File: src/rtl/pe_data_fifo.sv
// pe_data_fifo: first-word fall-through FIFO between a producer and a PE operand register.
// The head word sits on out_data with no read latency. It reads as zero while the FIFO is empty.
// in_ready and out_valid decode only from the registered pointers.
// Optional feature macro: PE_FIFO_COUNT_EN adds the occupancy port 'count'.
module pe_data_fifo #(
    parameter int WIDTH = 16,
    parameter int DEPTH = 4
) (
    input  logic             clk,
    input  logic             rst_n,
    input  logic             in_valid,
    input  logic [WIDTH-1:0] in_data,
    output logic             in_ready,
    output logic             out_valid,
    output logic [WIDTH-1:0] out_data,
    input  logic             out_ready
`ifdef PE_FIFO_COUNT_EN
    ,
    output logic [$clog2(DEPTH):0] count
`endif
);

    localparam int AW = $clog2(DEPTH);

    // Pointers carry one extra wrap bit so that full and empty can be told apart.
    logic [AW:0]      wr_ptr;
    logic [AW:0]      rd_ptr;
    logic [WIDTH-1:0] mem [DEPTH];

    logic full;
    logic empty;
    logic push;
    logic pop;

    // Status decode from the registered pointers only (no path from in_valid/out_ready).
    always_comb begin
        empty = (wr_ptr == rd_ptr);
        full  = (wr_ptr[AW] != rd_ptr[AW]) && (wr_ptr[AW-1:0] == rd_ptr[AW-1:0]);
    end

    // Handshake qualification and output drive; the head word reads as zero while empty.
    always_comb begin
        in_ready  = !full;
        out_valid = !empty;
        push      = in_valid && !full;
        pop       = out_ready && !empty;
        out_data  = '0;
        if (!empty) begin
            out_data = mem[rd_ptr[AW-1:0]];
        end
    end

    // Pointer registers.
    // Reset clears them at once, so all held words are discarded.
    always_ff @(posedge clk or negedge rst_n) begin
        if (!rst_n) begin
            wr_ptr <= '0;
            rd_ptr <= '0;
        end else begin
            if (push) begin
                wr_ptr <= wr_ptr + {{AW{1'b0}}, 1'b1};
            end
            if (pop) begin
                rd_ptr <= rd_ptr + {{AW{1'b0}}, 1'b1};
            end
        end
    end

    // Storage write.
    // The array is deliberately not reset, because an entry is only read after it has been written.
    always_ff @(posedge clk) begin
        if (push) begin
            mem[wr_ptr[AW-1:0]] <= in_data;
        end
    end

`ifdef PE_FIFO_COUNT_EN
    // Occupancy is the modular pointer difference including the wrap bit.
    always_comb begin
        count = wr_ptr - rd_ptr;
    end
`endif

endmodule

File: config.mk
export PLATFORM = sky130hd
export DESIGN_NAME = pe_data_fifo
export DESIGN_NICKNAME = d
export VERILOG_FILES = /design/src/rtl/pe_data_fifo.sv
export SDC_FILE = /design/constraint.sdc
export NUM_CORES = 1
export LEC_CHECK = 0
export ABC_AREA = 1
export ABC_CLOCK_PERIOD_IN_PS = 1800
export CAP_MARGIN = 10
export CELL_PAD_IN_SITES_DETAIL_PLACEMENT = 1
export CELL_PAD_IN_SITES_GLOBAL_PLACEMENT = 1
export CORE_MARGIN = 2
export CORE_UTILIZATION = 45
export CTS_CLUSTER_DIAMETER = 50
export DETAILED_ROUTE_END_ITERATION = 8
export DONT_BUFFER_PORTS = 1
export PLACE_DENSITY_LB_ADDON = 0.1
export SYNTH_ARGS = -nofsm -noshare
export SYNTH_HDL_FRONTEND = slang
export SYNTH_SLANG_ARGS = --single-unit
File: constraint.sdc
create_clock -name clk -period 1.8 [get_ports clk]
set_input_delay 0.18 -clock clk [delete_from_list [all_inputs] [get_ports clk]]
set_output_delay 0.18 -clock clk [all_outputs]
set_load 0.005 [all_outputs]
# After elaboration in Yosys (flattened, before gate mapping)
# Memories as Yosys holds them, arrays and structs flattened.
# Index checks and enable logic that the tools add are counted.
# word_totals
register_bits	6
ramBits	64
inputBits	20
output_inout_bits	18
elab_cells	16
n_memories	1
# memory_table
memory	depth	width	read_ports	rd_ports_with_merged_regs	wr	line	source
mem	4	16	1	0	1	28	logic [WIDTH-1:0] mem [DEPTH];
# classes
add_sub_neg	2
eq_ne	3
muxes	3
reduce_logical	5
# op_table
cell	count
$mux W16	1
$add A3 B1 Y3 const B	2
$eq A3 B3 Y1	1
$logic_and A1 B1 Y1	3
$eq A2 B2 Y1	1
$logic_not A1 Y1	2
$mux W1	2
$ne A1 B1 Y1	1

# Depth between registers and ports, before layout
# Gate-level depths: netlist (run 1).
# logic_depth
depth_word	6
depth_mapped	8
depth_no_buf	7

# Least setup slack after synthesis (run 1)
# OpenSTA, ideal clock, no wires.
# synth_path
path_type	reg2reg
from	reg rd_ptr[0]
to	mem mem[0][0], enable pin
setup_time_ns	0.389
arrival_ns	1.562
t_required_ns	1.411
path_slack_ns	-0.151
stages_incl_launch_ff	7
n_path_buf	1
period_less_slack_ns	1.951
cell_sequence	dfrtp_1 > buf_6 > nand2_1 > nand2_2 > nand3_4 > nand2_2 > nor2_1
# synth_via
elab_chain_len	6
# synth_lines
item	line	source
from (decl)	27	logic [AW:0] rd_ptr;
from (signal assigned)	64	rd_ptr <= rd_ptr + {{AW{1'b0}}, 1'b1};
$eq A2 B2 Y1	38	full = (wr_ptr[AW] != rd_ptr[AW]) && (wr_ptr[AW-1:0] == rd_ptr[AW-1:0]);
$logic_and A1 B1 Y1	38	
$logic_not A1 Y1	n/a	
named net in_ready	13	output logic in_ready,
$logic_and A1 B1 Y1	45	push = in_valid && !full;
$mux W1	72	if (push) begin
$mux W1 (not written as such)	73	mem[wr_ptr[AW-1:0]] <= in_data;
to (decl)	28	
# The timed path passes the listed nets, and every way through them passes these cells.

# Final worst setup path (run 1)
# layout_path
from	reg wr_ptr[1]
to	out out_data[3]
# layout_via
elab_chain_len	2
# layout_lines
item	line	source
from (decl)	26	logic [AW:0] wr_ptr;
from (signal assigned)	61	wr_ptr <= wr_ptr + {{AW{1'b0}}, 1'b1};
$eq A3 B3 Y1	37	empty = (wr_ptr == rd_ptr);
$mux W16	48	if (!empty) begin
to (decl)	15	output logic [WIDTH-1:0] out_data,
# No other way between the ends.

==> results of run 1 <==
-- kinds of logic (layout without fill, tap and decap cells) --
family,Yosys count,in the layout,synth area share [%]
compound gates,48,48,7.967
xor+xnor,1,1,0.2905
fa+ha+maj,5,5,2.075
buf+inv,40,73,6.639
flops,70,70,68.71
simple gates,103,105,14.31
-- routing by layer --
layer	wire, um	track usage, %	part of all wire (%)
met3	159	3.754	2.4
met1	3093	24.42	47
met2	3171	29.39	48
met4	131	8.369	2.0
met5	0	0	0
-- cell type report --
type | instances | area, um^2
clock buffer | 11 | 131.4
fill | 681 | 2861
tap | 77 | 96.34
clock inverter | 5 | 26.28
sequential | 70 | 2073
timing repair buffer | 30 | 334.1
multi-input combinational | 159 | 793.3
inverter | 27 | 106.4
-- flip-flops by register name, indices dropped and copies added, names as in the netlist --
signal,count
mem,64
wr_ptr,3
rd_ptr,3
-- cell usage in the layout (no fill, tap or decap), types with 5 or more instances in the layout --
master,instances
nand3_1,6
dfrtp_1,5
edfxtp_1,64
ha_1,5
clkbuf_8,9
buf_4,5
inv_1,25
o21ai_1,11
nor2_1,50
o21ai_0,37
dlygate4sd3_1,19
nand2_1,39
-- through the flow --
step | instance area, um^2 | total power, W
2_1_floorplan | 3015 | 0.003945
6_report | 3561 | 0.005795
5_1_grt | 3561 | 0.006272
3_3_place_gp | 3131 | 0.004427
3_5_place_dp | 3131 | 0.004473
4_1_cts | 3486 | 0.005586
-- report_power, final --
part	internal [W]	switching, W
Combinational	0.000807	0.00162
Clock	0.000490	0.000552
Sequential	0.00217	0.000158
Total	0.00347	0.00233
-- repair_timing --
action	4_1_cts	5_1_grt
resized for setup	2	11
endpoints found under the hold margin	72	0
hold buffers	19	0
buffers inserted	0	1
cloned	0	2
pin swaps	0	1
setup endpoints to repair	16	17
-- worst max path at each step --
stage               slack, ps  cells past startpoint           end
floorplan                -150                      6     mem[0][0]
CTS                        10                      7   out_data[5]
finish                    100                      6   out_data[3]
global placement          240                      7    mem[0][14]
detailed placement        220                      7    mem[1][14]
global route              -10                      7  out_data[13]
-- worst register-to-register path, stage by stage, from the launching register on --
cell     delay [ps]
dfrtp_1         420
inv_1           110
nand2_1         120
nand2_4         110
nand3_4         120
nand2_2         100
nor2_1          170
buf_4           220
==> reports/results.txt, run 1 <==
Violated checks - design-rule violations
Worst setup margin - 103.1 ps
Die Span Y - 85.86 um
First DRT Iteration DRCs - 106
Total CTS buffers - 9
Total gr overflow - 0
Cells after Synth - 267
Buffers & Inverters on Critical Path - 2
Initial antenna violation count - 0
Starting density of the core - 46.95%
Vias in the first global route - 2,063
Clock Sinks - 70
WL per Instance - 17.30 um
Critical Path Slowest Stage Cell - dfrtp_1
Worst-skew pair later-pin latency - 330 ps
Root buffer cell - clkbuf_8
Post-synth top cells - edfxtp_1 (64), nor2_1 (51), nand2_1 (40), o21ai_0 (37), inv_1 (25)
Share of cells above drive strength 1 - 11.92%
Std-Cell Core Area - 6422 um^2
Synth unique cells - 18
Syn_area_per_cell - 11.29 um^2
Mapped Nets - 292
# DRC - 3
Ports - 38
Antenna cells - 0
Worst Clk Skew - 8.329 ps
Site row count - 29
Hold Worst Slack - 26.61 ps
Critical Path Source - wr_ptr[1]
Hold Path Origin - out_ready
Setup CP Type - flop to output pin
Req. time, crit path - 1620 ps
Synth Register Bits - 70
CTS clock-pin slew for the worst setup and hold paths - 70 ps
Post-synth EDFFs - 64
Non-Filler Instances - 379
Largest area contributor in the netlist - edfxtp_1
Gp weighted congestion - 0.7838
Final Core Density - 55.45%
Post-DRT Antenna Nets - 0
Period minus WS final - 1697 ps
Crit-path max cell delay - 430 ps
Pre-CTS WS - 218.0 ps
Worst slew margin - 78.21%
Largest net degree at the start of global routing - 35
Hold path endpoint - rd_ptr[1]
Main synth FF type - edfxtp_1
Final TNS setup - 0 ps
Via count - 1,963
I/O Buffers - 0
Synth-to-Final Area Change - 18.09%
Vias per cell - 5.179
Yosys warns - 0
Highest clock rate - 589.3 MHz
Critical path endpoint category - output pin
R2R cell count - 7
Synth top area share - 63.73%
Die width - 85.86 um
Flop2flop setup slack - 130 ps
Count leader, synth - edfxtp_1
Slew Viols, Final - 0
Worst path cell trace - inv_1 > nand2_1 > nand2_4 > nand3_4 > nand2_1 > inv_1
Worst hold path class - input pin to flop
CTS max path bufs - 2
Critical path launch point type - flop
Crit path DAT - 1520 ps
Pre-antenna DRT Iters - 8
Final WL - 6.555 mm
Final Setup Violations - 0
H-tree levels - 3
Post-Synthesis Cell Area - 3015 um^2
Crit Path Max Fanout - 6
Sequential area share after synthesis - 68.71%
Post-DP HPWL - 3.773 mm
Total track usage - 18.43%
Slew @ Worst Pin - 325.7 ps
Die ar. - 7372 um^2
Reg2reg end - mem[2][12]
Power Density - 1628 nW/um^2
CP delay by family, top - simple AND/OR/NAND/NOR gates
Fin crit share - 94.27%
Leak - 1.403 nW
First-pass GRT wire length - 10.09 mm
Hold path cells - 2
Reg-to-reg startpoint - wr_ptr[1]
Ys async rst share - 8.571%
Final #Nets - 322
Max-cap violations - 0
Top post-synthesis cells by area - edfxtp_1 (64%), nor2_1 (6.3%), o21ai_0 (6.1%)
Placed insts - 341
Outcome - complete, but fails checks
Final Hold Viols - 0
Maximum VDD drop - 0.0006838 V
CTS tree - done
Note: power is estimated with default switching activity, not from simulation.
==> run 2: changes to the inputs <==
--- a/config.mk
+++ b/config.mk
@@ -16,6 +16,7 @@
 export DETAILED_ROUTE_END_ITERATION = 8
 export DONT_BUFFER_PORTS = 1
 export PLACE_DENSITY_LB_ADDON = 0.1
+export SETUP_SLACK_MARGIN = 0.3
 export SYNTH_ARGS = -nofsm -noshare
 export SYNTH_HDL_FRONTEND = slang
 export SYNTH_SLANG_ARGS = --single-unit
==> reports/results.txt, run 2 (synthesis gave the netlist of run 1 again) <==
Worst slew margin - 76.34%
Slew @ Worst Pin - 353.7 ps
GR peak layer - met2
WL per Instance - 21.06 um
Via count - 2,163
First DRT Iteration DRCs - 117
Violated checks - design-rule violations
Reg-to-reg startpoint - rd_ptr[0]
Crit path DAT - 1570 ps
Die width - 85.86 um
Leak - 1.555 nW
Most frequent cells in the layout - edfxtp_1 (64), o21ai_1 (37), nor2_1 (31), nand2_1 (25), dlygate4sd3_1 (19)
Largest register FFs - 64
Initial antenna violation count - 0
Worst-skew pair later-pin latency - 360 ps
Final Hold Viols - 0
Critical path launch point type - flop
Met3 Usage GRT - 5.197%
Critical Path Source - rd_ptr[0]
Register area - 2077 um^2
Share of cells above drive strength 1 - 32.60%
H-tree levels - 3
Hold Worst Slack - 16.09 ps
Highest clock rate - 572.5 MHz
Synth-to-Final Area Change - 35.06%
Slew Viols, Final - 0
Largest net degree at the start of global routing - 35
CTS max path bufs - 2
CP endpoint - out_data[11]
Critical path endpoint category - output pin
Vias in the first global route - 2,256
R2R cell count - 8
Vias per cell - 5.462
Met2 usage - 35.52%
Max-cap violations - 0
Met1 usage - 27.23%
Non-Filler Instances - 396
Maximum VDD drop - 0.0007298 V
Period minus WS final - 1747 ps
# DRC - 2
Most common cell after layout, fill and taps aside - edfxtp_1
Outcome - complete, but fails checks
Placed insts - 341
I/O Buffers - 0
Setup CP Type - flop to output pin
Total gr overflow - 0
Post-DP HPWL - 3.988 mm
Final WL - 8.341 mm
Area of the multi-input gates - 1006 um^2
Total CTS buffers - 9
Worst Clk Skew - 8.434 ps
Placed Area - 3174 um^2
Worst hold path class - input pin to flop
Final #Nets - 339
Power Density - 1785 nW/um^2
Total track usage - 22.22%
CTS clock-pin slew for the worst setup and hold paths - 70 ps
Fin crit share - 97.04%
Fillers - 635
Std-Cell Core Area - 6422 um^2
Die Span Y - 85.86 um
CTS tree - done
Final Setup Violations - 0
Gp weighted congestion - 0.7169
Pre-antenna DRT Iters - 8
Tot Pwr - 0.007271 W
Crit Path Max Fanout - 4
Ports - 38
Req. time, crit path - 1620 ps
Site row count - 29
Antenna cells - 0
Starting density of the core - 46.95%
RSZ-0062 raised after global routing - yes
Die ar. - 7372 um^2
Clock Sinks - 70
Reg2reg end - mem[0][13]
Flop2flop setup slack - 110 ps
Root buffer cell - clkbuf_8
First-pass GRT wire length - 11.81 mm
Post-DRT Antenna Nets - 0
Final instance area - 4073 um^2
run 2: changes by cell type in the layout (fill, tap and decap cells not counted), moves of 4 or more:
cell       previous run  this run
nand2_1              39        25
inv_1                25        13
nor2_2                1         5
buf_6                 1         7
nand2_2               3        12
inv_2                 1        12
o21ai_0              37        10
clkbuf_16             0         4
buf_4                 5         9
o21ai_1              11        37
nor2_4                0        15
nor2_1               50        31
run 2: per-stage QoR:
stage / util [%] / TNS [ps] / worst slack (ps)
2_1_floorplan: - / 0 / 304.5
3_3_place_gp: 49.43 / 0 / 276.0
3_5_place_dp: 49.43 / 0 / 239.9
4_1_cts: 58.97 / 0 / 82.34
5_1_grt: 63.41 / -18.34 / -18.34
6_report: 63.41 / 0 / 53.30
run 2: cell type report:
class                           count  share of cell area [%]
Sequential cell                    70                   51.00
Multi-Input combinational cell    159                   24.70
Timing Repair Buffer               47                   14.41
Clock buffer                        9                   3.041
Inverter                           27                   2.888
Tap cell                           77                   2.366
Clock inverter                      7                   1.598
run 2: timing repair:
item                                   4_1_cts  5_1_grt
resized for setup                           32       82
setup endpoints to repair                   81       85
endpoints found under the hold margin       75        0
hold buffers                                19        0
pin swaps                                    4       27
cloned                                       3        3
buffers inserted                            10        4
run 2: power breakdown:
part / switching (W) / internal (W) / leakage, nW
registers: 0.000194 / 0.00218 / 0.656
logic: 0.00222 / 0.00144 / 0.801
clock network: 0.000596 / 0.000630 / 0.0980
run 2: how the worst min path moves through the flow:
stage	cells after the start	from	slack (ps)	to
floorplan	0	rst_n	-120	rd_ptr[0]
global placement	0	rst_n	-120	wr_ptr[1]
detailed placement	0	rst_n	-120	wr_ptr[1]
CTS	3	out_ready	30	rd_ptr[1]
global route	3	out_ready	20	rd_ptr[1]
finish	3	out_ready	20	rd_ptr[1]
run 2: routing by layer:
metal | up-vias | routed length, um
met3 | 25 | 383
li1 | 989 | -
met1 | 1081 | 3381
met4 | 0 | 278
met5 | - | 0
met2 | 68 | 4298
run 2: worst max-delay path: stages (launching register included):
cell and delay [ps]:
dfrtp_2 430, buf_6 150, clkbuf_16 160, nor2_4 80, nor2_2 40, o21ai_1 100
o21ai_1 120, nand2_2 90, inv_2 50
==> run 3: changes to the inputs <==
--- a/config.mk
+++ b/config.mk
@@ -7,14 +7,13 @@
 export LEC_CHECK = 0
 export ABC_AREA = 1
 export ABC_CLOCK_PERIOD_IN_PS = 1800
+export BUFFER_PORTS_ARGS = -buffer_cell sky130_fd_sc_hd__buf_2
 export CAP_MARGIN = 10
 export CELL_PAD_IN_SITES_DETAIL_PLACEMENT = 1
 export CELL_PAD_IN_SITES_GLOBAL_PLACEMENT = 1
 export CORE_MARGIN = 2
-export CORE_UTILIZATION = 45
-export CTS_CLUSTER_DIAMETER = 50
+export CORE_UTILIZATION = 41
 export DETAILED_ROUTE_END_ITERATION = 8
-export DONT_BUFFER_PORTS = 1
 export PLACE_DENSITY_LB_ADDON = 0.1
 export SETUP_SLACK_MARGIN = 0.3
 export SYNTH_ARGS = -nofsm -noshare
==> reports/results.txt, run 3 (synthesis gave the netlist of run 1 again) <==
Share of cells above drive strength 1 - 35.42%
Worst-skew pair later-pin latency - 340 ps
Crit Path Max Fanout - 4
Via count - 2,126
I/O Buffers - 37
Ports - 38
Total track usage - 20.27%
Final #Nets - 356
Most common cell after layout, fill and taps aside - edfxtp_1
Gp weighted congestion - 0.7292
Total gr overflow - 0
Most frequent cells in the layout - edfxtp_1 (64), nor2_1 (36), buf_2 (35), nand2_1 (31), o21ai_1 (31)
Largest net degree at the start of global routing - 35
P_sw - 0.002907 W
Final Hold Viols - 0
Worst Clk Skew - 11.35 ps
Slew @ Worst Pin - 255.3 ps
Total CTS buffers - 9
H-tree levels - 3
Final Setup Violations - 12
Req. time, crit path - 1620 ps
Fin crit share - 102.1%
Root buffer cell - clkbuf_8
Post-DRT Antenna Nets - 0
Fillers - 759
Die Span Y - 89.76 um
Post-DP HPWL - 4.143 mm
Critical path launch point type - flop
# DRC - 0
Maximum VDD drop - 0.0007442 V
Worst setup margin - -37.27 ps
Std-Cell Core Area - 7176 um^2
Sw Ratio - 37.90%
RSZ-0062 raised after global routing - yes
First-pass GRT wire length - 12.41 mm
Critical path endpoint category - output pin
CTS tree - done
Die ar. - 8057 um^2
Vias in the first global route - 2,309
Max-cap violations - 0
Largest register FFs - 64
Worst hold path class - input pin to flop
Die width - 89.76 um
Flop pwr share - 31.0%
Clock power share - 20.2%
Starting density of the core - 42.02%
CTS clock-pin slew for the worst setup and hold paths - 80 ps
Setup CP Type - flop to output pin
Register area - 2073 um^2
Leak - 1.645 nW
Highest clock rate - 544.3 MHz
Site row count - 31
Antenna cells - 0
Crit path DAT - 1660 ps
Violated checks - negative setup slack
WL per Instance - 18.31 um
Final Core Density - 57.05%
Area of the multi-input gates - 942.2 um^2
Combinational Power Share - 48.9%
Final TNS setup - -218.1 ps
First DRT Iteration DRCs - 108
Initial antenna violation count - 0
Clock Sinks - 70
Outcome - complete, but fails checks
Final WL - 7.964 mm
Worst slew margin - 82.80%
Power Density - 1874 nW/um^2
Period minus WS final - 1837 ps
Pint - 0.004764 W
Vias per cell - 4.887
Tot Pwr - 0.007671 W
Pre-antenna DRT Iters - 4
Slew Viols, Final - 0
Synth-to-Final Area Change - 35.77%
CTS max path bufs - 2
-- run 3: cell count changes in the layout (fill, tap and decap cells not counted), sizes merged, moves of 2 or more --
cell         change
inv              +2
buf             +38
bufinv           +2
clkinv           -7
dlygate4sd3     -18
-- run 3: layout make-up --
type                    count  area share [%]
repair buffers             64           14.82
inverters                  27           2.689
clock buffers              11           3.209
flip-flops and latches     70           50.64
well taps                  99           3.026
multi-input cells         159           23.01
clock inverters             5           2.598
-- run 3: path summary, 6_finish.rpt --
kind / endpoint / slack [ps] / from / cells after the start
hold reg to reg: wr_ptr[2] / 530 / wr_ptr[2] / 2
max in group asynchronous: rd_ptr[0] / 1440 / rst_n / 2
hold / removal: mem[2][12] / 50 / in_data[12] / 1
setup reg to reg: mem[0][5] / 10 / rd_ptr[0] / 8
min in group asynchronous: wr_ptr[1] / 190 / rst_n / 2
setup / recovery: out_data[2] / -40 / rd_ptr[0] / 7
-- run 3: power by group through the flow --
stage / registers (W) / clock network, W / logic [W]
2_1_floorplan: 0.00230 / 0 / 0.00177
3_3_place_gp: 0.00234 / 0 / 0.00252
3_5_place_dp: 0.00236 / 0 / 0.00257
4_1_cts: 0.00235 / 0.00156 / 0.00349
5_1_grt: 0.00241 / 0.00165 / 0.00413
6_report: 0.00238 / 0.00155 / 0.00375
-- run 3: metal layers --
layer  track usage [%]  wire length (um)  up-vias  share of wire [%]
met5                 0                 0        -                  0
met4             6.154                82        0                1.0
met3             4.023               203        6                2.5
met2             34.72              4085       28                 51
met1             26.25              3593     1064                 45
li1                  -                 -     1028                  -
-- run 3: timing repair --
item,4_1_cts,5_1_grt
resized for setup,60,29
hold endpoints to repair,6,0
buffers inserted,10,3
endpoints found under the setup margin,83,88
hold buffers,1,0
gates cloned,4,1
pin swaps,5,7
-- run 3: through the flow --
step | setup WS [ps] | cells | hold WS, ps | cell area [um^2]
after floorplan | 304.5 | 267 | -115.6 | 3075
after CTS | -18.10 | 431 | 39.69 | 3960
after global placement | 203.0 | 400 | 20.10 | 3387
after detailed placement | 153.3 | 400 | 19.83 | 3387
final | -37.27 | 435 | 53.00 | 4094
after global routing | -152.8 | 435 | 40.07 | 4094
-- run 3: worst max-delay path, stage by stage, from the launching register on --
cell	delay [ps]
dfrtp_2	460
buf_6	150
clkbuf_16	160
o21ai_0	250
o21ai_1	90
nand2_1	60
inv_1	30
buf_2	110
